--- config.mk ---
export PLATFORM = sky130hd
export DESIGN_NAME = vga_timing_gen
export DESIGN_NICKNAME = d
export VERILOG_FILES = /design/src/rtl/vga_timing_pkg.sv /design/src/rtl/vga_axis_counter.sv /design/src/rtl/vga_timing_gen.sv
export SDC_FILE = /design/constraint.sdc
export NUM_CORES = 1
export LEC_CHECK = 0
export ABC_AREA = 1
export BUFFER_PORTS_ARGS = -buffer_cell sky130_fd_sc_hd__buf_2
export CORE_MARGIN = 5
export CORE_UTILIZATION = 37
export CTS_BUF_LIST = sky130_fd_sc_hd__clkbuf_8
export CTS_CLUSTER_DIAMETER = 200
export DETAILED_ROUTE_END_ITERATION = 10
export SKIP_CTS_REPAIR_TIMING = 1
export SLEW_MARGIN = 20
export SYNTH_ARGS = -nofsm -noshare
export SYNTH_HDL_FRONTEND = slang
export SYNTH_SLANG_ARGS = --single-unit
--- constraint.sdc ---
create_clock -name clk -period 1.66 [get_ports clk]
set_input_delay 0.498 -clock clk [delete_from_list [all_inputs] [get_ports clk]]
set_output_delay 0.498 -clock clk [all_outputs]
set_load 0.02 [all_outputs]
--- src/rtl/vga_timing_pkg.sv ---
// rtl/vga_timing_pkg.sv - 640x480@60 timing defaults, pattern select enum and colour-bar table
package vga_timing_pkg;

  localparam int DEF_H_ACTIVE = 640;
  localparam int DEF_H_FP     = 16;
  localparam int DEF_H_SYNC   = 96;
  localparam int DEF_H_BP     = 48;
  localparam int DEF_V_ACTIVE = 480;
  localparam int DEF_V_FP     = 10;
  localparam int DEF_V_SYNC   = 2;
  localparam int DEF_V_BP     = 33;

  typedef enum logic [1:0] {
    PAT_BARS  = 2'd0,
    PAT_CHECK = 2'd1,
    PAT_GRID  = 2'd2,
    PAT_EXT   = 2'd3
  } pattern_e;

  // {r,g,b} on/off per bar, index 0 is the leftmost bar (white) through 7 (black)
  localparam logic [7:0][2:0] BAR_RGB = {
    3'b000, 3'b001, 3'b100, 3'b101, 3'b010, 3'b011, 3'b110, 3'b111
  };

endpackage

--- src/rtl/vga_axis_counter.sv ---
// rtl/vga_axis_counter.sv - one raster axis: wrapping count with sync and active region decode
module vga_axis_counter #(
  parameter int ACTIVE = 640,
  parameter int FP     = 16,
  parameter int SYNC   = 96,
  parameter int BP     = 48,
  parameter bit POL    = 1'b0,
  parameter int W      = $clog2(ACTIVE + FP + SYNC + BP)
) (
  input  logic         clk,
  input  logic         rst_n,
  input  logic         i_en,
  output logic [W-1:0] o_count,
  output logic         o_wrap,
  output logic         o_sync,
  output logic         o_active
);

  localparam int TOTAL      = ACTIVE + FP + SYNC + BP;
  localparam int SYNC_START = ACTIVE + FP;
  localparam int SYNC_END   = SYNC_START + SYNC;

  logic [W-1:0] r_count;
  logic         w_last;

  assign w_last = (r_count == W'(TOTAL - 1));

  always_ff @(posedge clk or negedge rst_n) begin
    if (!rst_n) begin
      r_count <= '0;
    end else if (i_en) begin
      r_count <= w_last ? '0 : r_count + W'(1);
    end
  end

  assign o_count  = r_count;
  assign o_wrap   = w_last;
  assign o_sync   = (r_count >= W'(SYNC_START) && r_count < W'(SYNC_END)) ? POL : ~POL;
  assign o_active = (r_count < W'(ACTIVE));

endmodule

--- src/rtl/vga_timing_gen.sv ---
// rtl/vga_timing_gen.sv - VGA raster timing generator, two-stage output pipeline
// Optional built-in pattern source when VGA_PATTERN_EN is defined.
module vga_timing_gen
  import vga_timing_pkg::*;
#(
  parameter int  H_ACTIVE = DEF_H_ACTIVE,
  parameter int  H_FP     = DEF_H_FP,
  parameter int  H_SYNC   = DEF_H_SYNC,
  parameter int  H_BP     = DEF_H_BP,
  parameter int  V_ACTIVE = DEF_V_ACTIVE,
  parameter int  V_FP     = DEF_V_FP,
  parameter int  V_SYNC   = DEF_V_SYNC,
  parameter int  V_BP     = DEF_V_BP,
  parameter bit  HS_POL   = 1'b0,
  parameter bit  VS_POL   = 1'b0,
  parameter int  COLOR_W  = 1,
  localparam int H_TOTAL  = H_ACTIVE + H_FP + H_SYNC + H_BP,
  localparam int V_TOTAL  = V_ACTIVE + V_FP + V_SYNC + V_BP,
  localparam int XW       = $clog2(H_TOTAL),
  localparam int YW       = $clog2(V_TOTAL)
) (
  input  logic                   clk,
  input  logic                   rst_n,
  input  logic                   en,
  input  logic [1:0]             pat_sel,
  input  logic [3*COLOR_W-1:0]   rgb_in,
  output logic [XW-1:0]          x,
  output logic [YW-1:0]          y,
  output logic                   line_start,
  output logic                   frame_start,
  output logic                   hsync,
  output logic                   vsync,
  output logic                   de,
  output logic [COLOR_W-1:0]     red,
  output logic [COLOR_W-1:0]     green,
  output logic [COLOR_W-1:0]     blue
);

  if (H_ACTIVE == 0 || H_FP == 0 || H_SYNC == 0 || H_BP == 0 ||
      V_ACTIVE == 0 || V_FP == 0 || V_SYNC == 0 || V_BP == 0) begin : g_zero_param
    $error("vga_timing_gen: every timing parameter must be non-zero");
  end
  if (H_ACTIVE % 8 != 0) begin : g_bad_h_active
    $error("vga_timing_gen: H_ACTIVE must be a multiple of 8");
  end

  logic [XW-1:0] w_h;
  logic [YW-1:0] w_v;
  logic          w_h_wrap, w_v_wrap;
  logic          w_hs, w_vs, w_h_act, w_v_act;

  vga_axis_counter #(
    .ACTIVE(H_ACTIVE), .FP(H_FP), .SYNC(H_SYNC), .BP(H_BP), .POL(HS_POL), .W(XW)
  ) u_h_counter (
    .clk      (clk),
    .rst_n    (rst_n),
    .i_en     (en),
    .o_count  (w_h),
    .o_wrap   (w_h_wrap),
    .o_sync   (w_hs),
    .o_active (w_h_act)
  );

  vga_axis_counter #(
    .ACTIVE(V_ACTIVE), .FP(V_FP), .SYNC(V_SYNC), .BP(V_BP), .POL(VS_POL), .W(YW)
  ) u_v_counter (
    .clk      (clk),
    .rst_n    (rst_n),
    .i_en     (en && w_h_wrap),
    .o_count  (w_v),
    .o_wrap   (w_v_wrap),
    .o_sync   (w_vs),
    .o_active (w_v_act)
  );

  // Flags track "counters sit at x==0" / "at (0,0)" so stage 1 avoids wide compares
  logic r_h_zero, r_origin;

  always_ff @(posedge clk or negedge rst_n) begin
    if (!rst_n) begin
      r_h_zero <= 1'b1;
      r_origin <= 1'b1;
    end else if (en) begin
      r_h_zero <= w_h_wrap;
      r_origin <= w_h_wrap && w_v_wrap;
    end
  end

  logic [XW-1:0] r_x;
  logic [YW-1:0] r_y;
  logic          r_line_start, r_frame_start;
  logic          r_hs1, r_vs1, r_de1;

  always_ff @(posedge clk or negedge rst_n) begin
    if (!rst_n) begin
      r_x           <= '0;
      r_y           <= '0;
      r_line_start  <= 1'b0;
      r_frame_start <= 1'b0;
      r_hs1         <= ~HS_POL;
      r_vs1         <= ~VS_POL;
      r_de1         <= 1'b0;
    end else if (en) begin
      r_x           <= w_h;
      r_y           <= w_v;
      r_line_start  <= r_h_zero;
      r_frame_start <= r_origin;
      r_hs1         <= w_hs;
      r_vs1         <= w_vs;
      r_de1         <= w_h_act && w_v_act;
    end
  end

  logic [3*COLOR_W-1:0] w_colour;

`ifdef VGA_PATTERN_EN
  localparam int BAR_W = H_ACTIVE / 8;

  pattern_e   r_pat, w_pat;
  logic [2:0] w_bar_idx, w_bar;

  always_ff @(posedge clk or negedge rst_n) begin
    if (!rst_n) begin
      r_pat <= PAT_BARS;
    end else if (r_frame_start) begin
      r_pat <= pattern_e'(pat_sel);
    end
  end

  // The first pixel of a frame already uses the selection being latched
  assign w_pat     = r_frame_start ? pattern_e'(pat_sel) : r_pat;
  assign w_bar_idx = 3'(r_x / XW'(BAR_W));
  assign w_bar     = BAR_RGB[w_bar_idx];

  always_comb begin
    w_colour = '0;
    case (w_pat)
      PAT_BARS:  w_colour = {{COLOR_W{w_bar[2]}}, {COLOR_W{w_bar[1]}}, {COLOR_W{w_bar[0]}}};
      PAT_CHECK: w_colour = (((32'(r_x) ^ 32'(r_y)) & 32'h20) != 32'h0) ? '1 : '0;
      PAT_GRID:  w_colour = (((32'(r_x) & 32'h3f) == 32'h0) ||
                             ((32'(r_y) & 32'h3f) == 32'h0)) ? '1 : '0;
      default:   w_colour = rgb_in;
    endcase
  end
`else
  // pat_sel has no function without the pattern source
  logic w_pat_sel_unused;
  assign w_pat_sel_unused = ^pat_sel;
  assign w_colour         = rgb_in;
`endif

  logic                 r_hsync, r_vsync, r_de;
  logic [3*COLOR_W-1:0] r_rgb;

  always_ff @(posedge clk or negedge rst_n) begin
    if (!rst_n) begin
      r_hsync <= ~HS_POL;
      r_vsync <= ~VS_POL;
      r_de    <= 1'b0;
      r_rgb   <= '0;
    end else if (!en) begin
      r_hsync <= ~HS_POL;
      r_vsync <= ~VS_POL;
      r_de    <= 1'b0;
      r_rgb   <= '0;
    end else begin
      r_hsync <= r_hs1;
      r_vsync <= r_vs1;
      r_de    <= r_de1;
      r_rgb   <= r_de1 ? w_colour : '0;
    end
  end

  assign x           = r_x;
  assign y           = r_y;
  assign line_start  = r_line_start;
  assign frame_start = r_frame_start;
  assign hsync       = r_hsync;
  assign vsync       = r_vsync;
  assign de          = r_de;
  assign red         = r_rgb[3*COLOR_W-1 -: COLOR_W];
  assign green       = r_rgb[2*COLOR_W-1 -: COLOR_W];
  assign blue        = r_rgb[COLOR_W-1:0];

endmodule

==> impl_metrics.json, run 1 <==
{
  "syn_inst": 277,
  "yosysSeqAreaShare": 0.541,
  "die_w_um": 91.6,
  "fin_total_pwr_mw": 3.24,
  "crit_family": "simple AND/OR/NAND/NOR gates",
  "io_buffers": 33,
  "numCtsBuffers": 5,
  "ioPinCount": 36,
  "netlist_area_um2": 2460,
  "syn_avg_cell_area_um2": 8.90,
  "root_buffer": "clkbuf_8",
  "clock_latency_ps": 310,
  "ant_nets": 0,
  "fin_nets": 330,
  "drv_cap": 0,
  "postLayoutCellArea_um2": 2890,
  "dieArea_um2": 8390,
  "critPathCaptureType": "flop",
  "crit_top_cell": "inv_1",
  "slowest_delay_ps": 430,
  "p_sw_uw": 976,
  "relSlewSlack": 0.755,
  "highest_layer": "met4",
  "vdd_drop_max_mv": 0.539,
  "num_vias": 1849,
  "grt_pass1_vias": 1728,
  "cts_tree": "done",
  "final-setup-viol-count": 0,
  "drive_above_1_share": 0.241,
  "period_share": 0.920,
  "track_usage": 0.122,
  "coreArea_um2": 6420,
  "rsz0062_at_grt": "no",
  "syn2layout_area_growth_pct": 17.2,
  "grt_overflow": 0,
  "path_buf_inv": 2,
  "ys_types": 36,
  "drt_first_pass_iters": 4,
  "grt_max_degree": 54,
  "antenna_found_initial": 0,
  "met1_length_mm": 2.54,
  "drtIter0Drc": 75,
  "power_density_nw_per_um2": 1120,
  "gp_congestion": 0.873,
  "placedCellCount": 388,
  "place_area_um2": 2760,
  "p_leak_nw": 1.48,
  "post_drt_wl_per_cell_um": 12.2,
  "antenna_cells": 0,
  "n_fill_cell": 636,
  "cts.sinks": 53,
  "die_h_um": 91.6,
  "critical_path_arrival_ps": 1720,
  "clock_power_share": 0.315,
  "yosys_warnings": 0,
  "p_sw_frac": 0.301,
  "combPwrFrac": 0.189,
  "crit_type": "flop to flop",
  "crit_chain": "inv_1 > ha_1 > inv_1 > nor2_1 > nand4_1 > nand3_1 > o21ai_1",
  "grt_pass1_wl_mm": 8.25,
  "final_common_cell": "nand2_1",
  "wirelength_mm": 4.82,
  "hold_class": "primary input to async pin",
  "viasPerCell": 4.67,
  "start_kind": "flop",
  "status": "completed",
  "dp_hpwl_mm": 3.48,
  "clockBufferDepth": 2,
  "max_freq_ghz": 0.655,
  "worstPathRequired_ps": 1860,
  "maxSlewViolCount": 0,
  "worst_slew_pin_slew_ps": 366,
  "hold_violations": 0,
  "final_cell_count_no_fill": 396,
  "internal_power_mw": 2.26,
  "cts.clk_slew.worst_paths_ps": 100,
  "cp_slowest_cell": "dfrtp_1",
  "path_max_fanout": 7,
  "met3_length_um": 225,
  "setup_tns_ps": 0,
  "wl_met2_mm": 2.02,
  "p_seq_frac": 0.497,
  "reg2reg_setup_slack_ps": 130,
  "drc_errors": 0,
  "htree_levels": 2,
  "row_count": 29,
  "period_needed_ps": 1530,
  "yosys_register_bits": 53,
  "clock_skew_ps": 8.77,
  "start_util": 0.384,
  "mostFrequentLayoutCells": "81 x nand2_1, 47 x dfrtp_1, 33 x buf_2",
  "mappedNetlistNets": 289
}
## layer usage
| metal | global-route usage | vias up |
|---|---|---|
| met3 | 0.0295 | 2 |
| met2 | 0.173 | 43 |
| met5 | 0 | - |
| met4 | 0.0452 | 0 |
| met1 | 0.178 | 846 |
| li1 | - | 958 |
## synth_stat cells (all sizes together)
library cell,number,area [um2]
a31oi,1,6.26
buf,5,40.0
and2,2,12.5
nand3,15,87.6
o21ai,28,144
nor2,31,169
dfstp,6,158
dfrtp,47,1180
a22oi,1,7.51
a21oi,2,10.0
xor2,3,26.3
nor3b,1,12.5
clkbuf,3,11.3
xnor2,1,8.76
nor3,5,35.0
or2,1,6.26
inv,28,105
clkinv,1,3.75
nand2,85,334
ha,4,50.1
a31o,1,8.76
nor4,1,6.26
nand4,5,46.3
## stage by stage
step                 util  hold WS (ps)  worst slack [ps]
floorplan               -           202               397
detailed placement  0.429           453               156
CTS                 0.450           171               148
global route        0.450           201              11.2
finish              0.450           173               132
global placement    0.429           450               151
## final timing paths
path                                                     from                            endpoint  cells past startpoint
max                        u_v_counter.o_count[0]$_DFFE_PN0P_  u_v_counter.o_count[3]$_DFFE_PN0P_                      7
min                                                     rst_n                    y[9]$_DFFE_PN0P_                      2
max reg2reg                u_v_counter.o_count[0]$_DFFE_PN0P_  u_v_counter.o_count[3]$_DFFE_PN0P_                      7
min reg2reg                                  y[5]$_DFFE_PN0P_                    y[5]$_DFFE_PN0P_                      2
max in group asynchronous                               rst_n                   r_vs1$_DFFE_PN1P_                      2
min in group clk                                    rgb_in[1]                  r_rgb[1]$_DFF_PN0_                      3
## power by group through the flow
stage | Clock [mW] | Sequential, mW | Combinational (mW)
2_1_floorplan | 0 | 1.71 | 0.329
3_3_place_gp | 0 | 1.63 | 0.609
3_5_place_dp | 0 | 1.63 | 0.621
4_1_cts | 1.06 | 1.61 | 0.625
5_1_grt | 1.09 | 1.63 | 0.684
6_report | 1.02 | 1.61 | 0.612
## cell type report
| cell class | instances | area [um2] | share of cell area |
|---|---|---|---|
| flip-flops and latches | 53 | 1330 | 0.462 |
| multi-input cells | 187 | 971 | 0.336 |
| repair buffers | 42 | 245 | 0.0849 |
| inverters | 29 | 109 | 0.0377 |
| well taps | 77 | 96.3 | 0.0333 |
| clock buffers | 5 | 68.8 | 0.0238 |
| clock inverters | 3 | 65.1 | 0.0225 |
## kinds of logic after synthesis
| logic type | share of synthesized area |
|---|---|
| AND/OR/NAND/NOR | 0.288 |
| AO/OA/AOI/OAI | 0.0716 |
| buffers and inverters | 0.0650 |
| XOR/XNOR | 0.0142 |
| adder cells (fa/ha/maj) | 0.0203 |
| flip-flops | 0.541 |
## sequential cells by signal, indices dropped and copies added (netlist names)
signal,cells
r_de1,1
u_h_counter.o_count,10
line_start,1
y,10
r_origin,1
r_rgb,3
de,1
hsync,1
r_h_zero,1
r_hs1,1
x,10
frame_start,1
u_v_counter.o_count,10
r_vs1,1
vsync,1
## worst reg2reg max path, cell delays in order, from the launching register on
cell and delay [ps]:
dfrtp_1 430, inv_1 130, ha_1 150, inv_1 40, nor2_1 100, nand4_1 310, nand3_1 200, o21ai_1 70
(Power assumes the default switching activity.)
==> run 2: changes to the inputs <==
- ABC_AREA: 1 -> not set
- HOLD_SLACK_MARGIN: not set -> 0.02
==> run 2 against run 1 <==
  * The flow now finishes with violations (negative setup slack)
  * Synthesized area is 9.0% lower
  * Die area decreased by 8.1%
  * Maximum frequency fell by 23%
  * Design area up 1.2%
  * First-iteration DRC count down 12%
  * Clock skew shrank 0.98 ps
  * Critical path type unchanged
==> impl_metrics.json, run 2 <==
{
  "wirelength_mm": 4.56,
  "cts.sinks": 53,
  "syn2layout_area_growth_pct": 30.4,
  "final-setup-viol-count": 14,
  "hold_class": "primary input to async pin",
  "row_count": 28,
  "critical_path_arrival_ps": 2210,
  "cp_slowest_cell": "or4b_4",
  "status": "finished with violations",
  "track_usage": 0.128,
  "root_buffer": "clkbuf_8",
  "numCtsBuffers": 5,
  "gp_congestion": 0.818,
  "yosysSeqAreaShare": 0.595,
  "synth_edf_count": 0,
  "relSlewSlack": 0.708,
  "num_vias": 1588,
  "start_kind": "flop",
  "yosysMostFrequentCell": "dfrtp_1",
  "ant_nets": 0,
  "cts.clk_slew.worst_paths_ps": 90,
  "coreArea_um2": 5920,
  "start_util": 0.379,
  "fin_nets": 256,
  "grt_pass1_wl_mm": 7.65,
  "layout_setup_ws_ps": -313,
  "ioPinCount": 36,
  "ys_types": 37,
  "yosys-top-cells-area": "dfrtp_1 52%, mux2_2 11%, dfstp_2 7.0%",
  "antenna_found_initial": 0,
  "worstPathRequired_ps": 1900,
  "drtIter0Drc": 66,
  "drc_errors": 0,
  "io_buffers": 33,
  "dp_hpwl_mm": 3.28,
  "netlist_area_um2": 2240,
  "setup_tns_ps": -2160,
  "synthTopCellsByCount": "47 x dfrtp_1, 22 x mux2_2, 11 x nor2_1, 9 x nand3_1, 8 x xnor2_1",
  "die_w_um": 87.8,
  "grt_max_degree": 23,
  "post_drt_wl_per_cell_um": 14.3,
  "synth_top_area_cell": "dfrtp_1",
  "worst_slew_pin_slew_ps": 438,
  "grt_overflow": 0,
  "synth_top_area_frac": 0.525,
  "drv_cap": 0,
  "grt_pass1_vias": 1641,
  "syn_inst": 181,
  "mappedNetlistNets": 193,
  "rsz0062_at_grt": "yes",
  "htree_levels": 2,
  "slowest_delay_ps": 540,
  "yosys_register_bits": 53,
  "crit_type": "flop to flop",
  "hold_violations": 0,
  "clock_skew_ps": 7.79,
  "period_share": 1.19,
  "drive_above_1_share": 0.449,
  "final_common_cell": "dfrtp_1",
  "cts_tree": "done",
  "synth_ff_type": "dfrtp_1",
  "crit_chain": "or4b_4 > or3_4 > or4_4 > a21oi_2",
  "place_ws_ps": -254,
  "vdd_drop_max_mv": 0.468,
  "clockBufferDepth": 2,
  "clock_latency_ps": 300,
  "max_freq_ghz": 0.507,
  "die_h_um": 87.8,
  "power_density_nw_per_um2": 1040,
  "violations": "negative setup slack",
  "final_util": 0.494,
  "path_max_fanout": 4,
  "maxSlewViolCount": 0,
  "p_leak_nw": 1.43,
  "antenna_cells": 0,
  "yosys_warnings": 0,
  "mostFrequentLayoutCells": "47 x dfrtp_1, 33 x buf_2, 26 x buf_4",
  "viasPerCell": 4.96,
  "syn_avg_cell_area_um2": 12.4,
  "async_flop_share": 1.00,
  "dieArea_um2": 7720,
  "drt_first_pass_iters": 4,
  "period_needed_ps": 1970,
  "critPathCaptureType": "flop"
}
## run 2: cell types whose count changed in the layout (fill, tap and decap cells not counted), moves of 5 or more
| cell | previous run | this run |
|---|---|---|
| inv_1 | 27 | 8 |
| o21ai_1 | 9 | 2 |
| buf_4 | 8 | 26 |
| nor2_2 | 5 | 0 |
| nand2_1 | 81 | 5 |
| o21ai_0 | 18 | 3 |
| nor2_1 | 23 | 9 |
| nand3_1 | 14 | 9 |
| and3_1 | 0 | 6 |
| mux2_2 | 0 | 22 |
| xnor2_1 | 1 | 8 |
## run 2: final timing paths
kind / start / to / slack (ps) / depth (start not counted)
hold reg to reg: r_hs1$_DFFE_PN1P_ / hsync$_DFF_PN1_ / 500 / 1
min in group clk: rgb_in[1] / r_rgb[1]$_DFF_PN0_ / 440 / 2
setup / recovery: u_h_counter.o_count[5]$_DFFE_PN0P_ / u_v_counter.o_count[9]$_DFFE_PN0P_ / -310 / 4
setup reg to reg: u_h_counter.o_count[5]$_DFFE_PN0P_ / u_v_counter.o_count[9]$_DFFE_PN0P_ / -310 / 4
hold / removal: rst_n / y[8]$_DFFE_PN0P_ / 130 / 1
max in group asynchronous: rst_n / r_h_zero$_DFFE_PN1P_ / 1010 / 2
## run 2: final cells by class
| cell class | count | area (um2) |
|---|---|---|
| tap | 75 | 93.8 |
| fill | 532 | 3000 |
| inverter | 7 | 26.3 |
| sequential | 53 | 1330 |
| clock inverter | 3 | 42.5 |
| multi-input combinational | 114 | 935 |
| timing repair buffer | 63 | 423 |
| clock buffer | 5 | 68.8 |
## run 2: cells by family (layout without fill, tap and decap cells)
logic type / count (synthesis) / after routing / share of synthesized area
buf+inv: 14 / 78 / 0.0257
compound gates: 17 / 17 / 0.0508
fa+ha+maj: 4 / 4 / 0.0223
mux: 23 / 23 / 0.115
xor+xnor: 13 / 13 / 0.0508
flops: 53 / 53 / 0.595
simple gates: 57 / 57 / 0.141
## run 2: stage by stage
stage          std cells  area (um2)  total power [mW]  hold WS (ps)
3_5_place_dp         309        2700              2.18           467
4_1_cts              317        2810              3.05           128
6_report             320        2920              3.05           127
3_3_place_gp         309        2700              2.16           467
2_1_floorplan        181        2250              1.91           202
5_1_grt              320        2920              3.21           133
## run 2: layer usage
layer | wire length, um | up-vias | track usage
met5 | 0 | - | 0
li1 | - | 768 | -
met2 | 2240 | 30 | 0.205
met3 | 205 | 4 | 0.0310
met4 | 59 | 0 | 0.0586
met1 | 2060 | 786 | 0.165
## run 2: worst max-delay path: cells and delay by family, from the launching register on
| kind | cells | cell delay (ps) |
|---|---|---|
| flip-flops | 1 | 390 |
| AO/OA/AOI/OAI | 1 | 140 |
| AND/OR/NAND/NOR | 3 | 1380 |
## run 2: where the power goes
part	internal, mW	leakage, nW	switching [mW]
Clock	0.447	0.0595	0.414
Combinational	0.313	0.706	0.385
Sequential	1.43	0.664	0.0627
Total	2.19	1.43	0.862
==> run 3: changes to the inputs <==
- ABC_AREA: not set -> 1
- clock period: 1.66 -> 2.1 ns (I/O delays scaled with it)
==> run 3 against run 2 <==
  * The run now ends clean
  * Register-to-register slack gained 820 ps
  * Worst setup slack gained 800 ps
  * Global-route usage shrank 0.71 points
  * Design area shrank 3.8%
  * Largest cell class unchanged
==> impl_metrics.json, run 3 (same netlist as run 1, synthesis figures left out) <==
{
  "viasPerCell": 4.73,
  "io_buffers": 33,
  "clock_skew_ps": 10.1,
  "clockBufferDepth": 2,
  "grt_pass1_vias": 1783,
  "period_needed_ps": 1610,
  "fin_nets": 324,
  "layout_setup_ws_ps": 486,
  "die_h_um": 91.6,
  "antenna_cells": 0,
  "wirelength_mm": 4.78,
  "period_share": 0.768,
  "p_leak_nw": 1.44,
  "drc_errors": 0,
  "numCtsBuffers": 5,
  "worstPathRequired_ps": 1470,
  "seqCellArea_um2": 1330,
  "post_drt_wl_per_cell_um": 12.3,
  "dp_hpwl_mm": 3.47,
  "max_freq_ghz": 0.620,
  "syn2layout_area_growth_pct": 14.1,
  "drtIter0Drc": 95,
  "cp_slowest_cell": "dfstp_2",
  "antenna_found_initial": 0,
  "coreArea_um2": 6420,
  "ant_nets": 0,
  "cts.sinks": 53,
  "hold_class": "primary input to async pin",
  "setup_tns_ps": 0,
  "dieArea_um2": 8390,
  "crit_chain": "buf_2",
  "place_ws_ps": 290,
  "start_kind": "flop",
  "cts_tree": "done",
  "cts.clk_slew.worst_paths_ps": 90,
  "worst_slew_pin_slew_ps": 679,
  "worstReg2RegStart": "u_v_counter.o_count[1]$_DFFE_PN0P_",
  "htree_levels": 2,
  "final-setup-viol-count": 0,
  "multiInputGateArea_um2": 971,
  "grt_max_degree": 43,
  "critPathCaptureType": "primary output",
  "row_count": 29,
  "relSlewSlack": 0.547,
  "die_w_um": 91.6,
  "grt_overflow": 0,
  "path_buf_inv": 1,
  "drv_cap": 0,
  "crit_type": "flop to primary output",
  "crit_family": "flip-flops",
  "maxSlewViolCount": 0,
  "critical_path_arrival_ps": 980,
  "track_usage": 0.121,
  "drive_above_1_share": 0.227,
  "mostFrequentLayoutCells": "81 x nand2_1, 47 x dfrtp_1, 33 x buf_2",
  "drt_first_pass_iters": 5,
  "path_max_fanout": 1,
  "clock_latency_ps": 310,
  "gp_congestion": 0.883,
  "start_util": 0.384,
  "num_vias": 1845,
  "status": "completed",
  "grt_pass1_wl_mm": 8.32,
  "final_common_cell": "nand2_1",
  "slowest_delay_ps": 530,
  "vdd_drop_max_mv": 0.479,
  "hold_violations": 0,
  "root_buffer": "clkbuf_8",
  "ioPinCount": 36,
  "crit_start": "hsync$_DFF_PN1_",
  "whs_ps": 272,
  "n_fill_cell": 663,
  "rsz0062_at_grt": "no",
  "power_density_nw_per_um2": 845
}
run 3: per-stage QoR:
step,util,std cells,cell area [um2],total power [mW]
global route,0.438,390,2810,2.52
finish,0.438,390,2810,2.38
CTS,0.438,390,2810,2.40
detailed placement,0.422,382,2710,1.78
global placement,0.422,382,2710,1.76
floorplan,-,277,2460,1.61
run 3: layout make-up:
type | instances | share of cell area
Sequential cell | 53 | 0.474
Timing Repair Buffer | 36 | 0.0712
Clock buffer | 7 | 0.0343
Inverter | 29 | 0.0387
Tap cell | 77 | 0.0343
Multi-Input combinational cell | 187 | 0.345
Clock inverter | 1 | 0.00178
run 3: where the power goes:
part | internal, mW | switching [mW]
Combinational | 0.156 | 0.322
Sequential | 1.16 | 0.117
Clock | 0.299 | 0.326
run 3: final timing paths:
path	slack, ps	cells past startpoint	end
worst max-delay path	490	1	hsync
worst min-delay path	270	1	r_de1$_DFFE_PN0P_
worst max register to register	510	7	u_v_counter.o_count[9]$_DFFE_PN0P_
worst min register to register	470	2	r_origin$_DFFE_PN1P_
max in group asynchronous	1310	2	x[7]$_DFFE_PN0P_
min in group clk	470	2	r_origin$_DFFE_PN1P_
run 3: metal layers:
| layer | track usage | vias up | routed length, um |
|---|---|---|---|
| li1 | - | 944 | - |
| met1 | 0.181 | 851 | 2550 |
| met2 | 0.173 | 43 | 1940 |
| met3 | 0.0213 | 7 | 223 |
| met4 | 0.0490 | 0 | 59 |
| met5 | 0 | - | 0 |
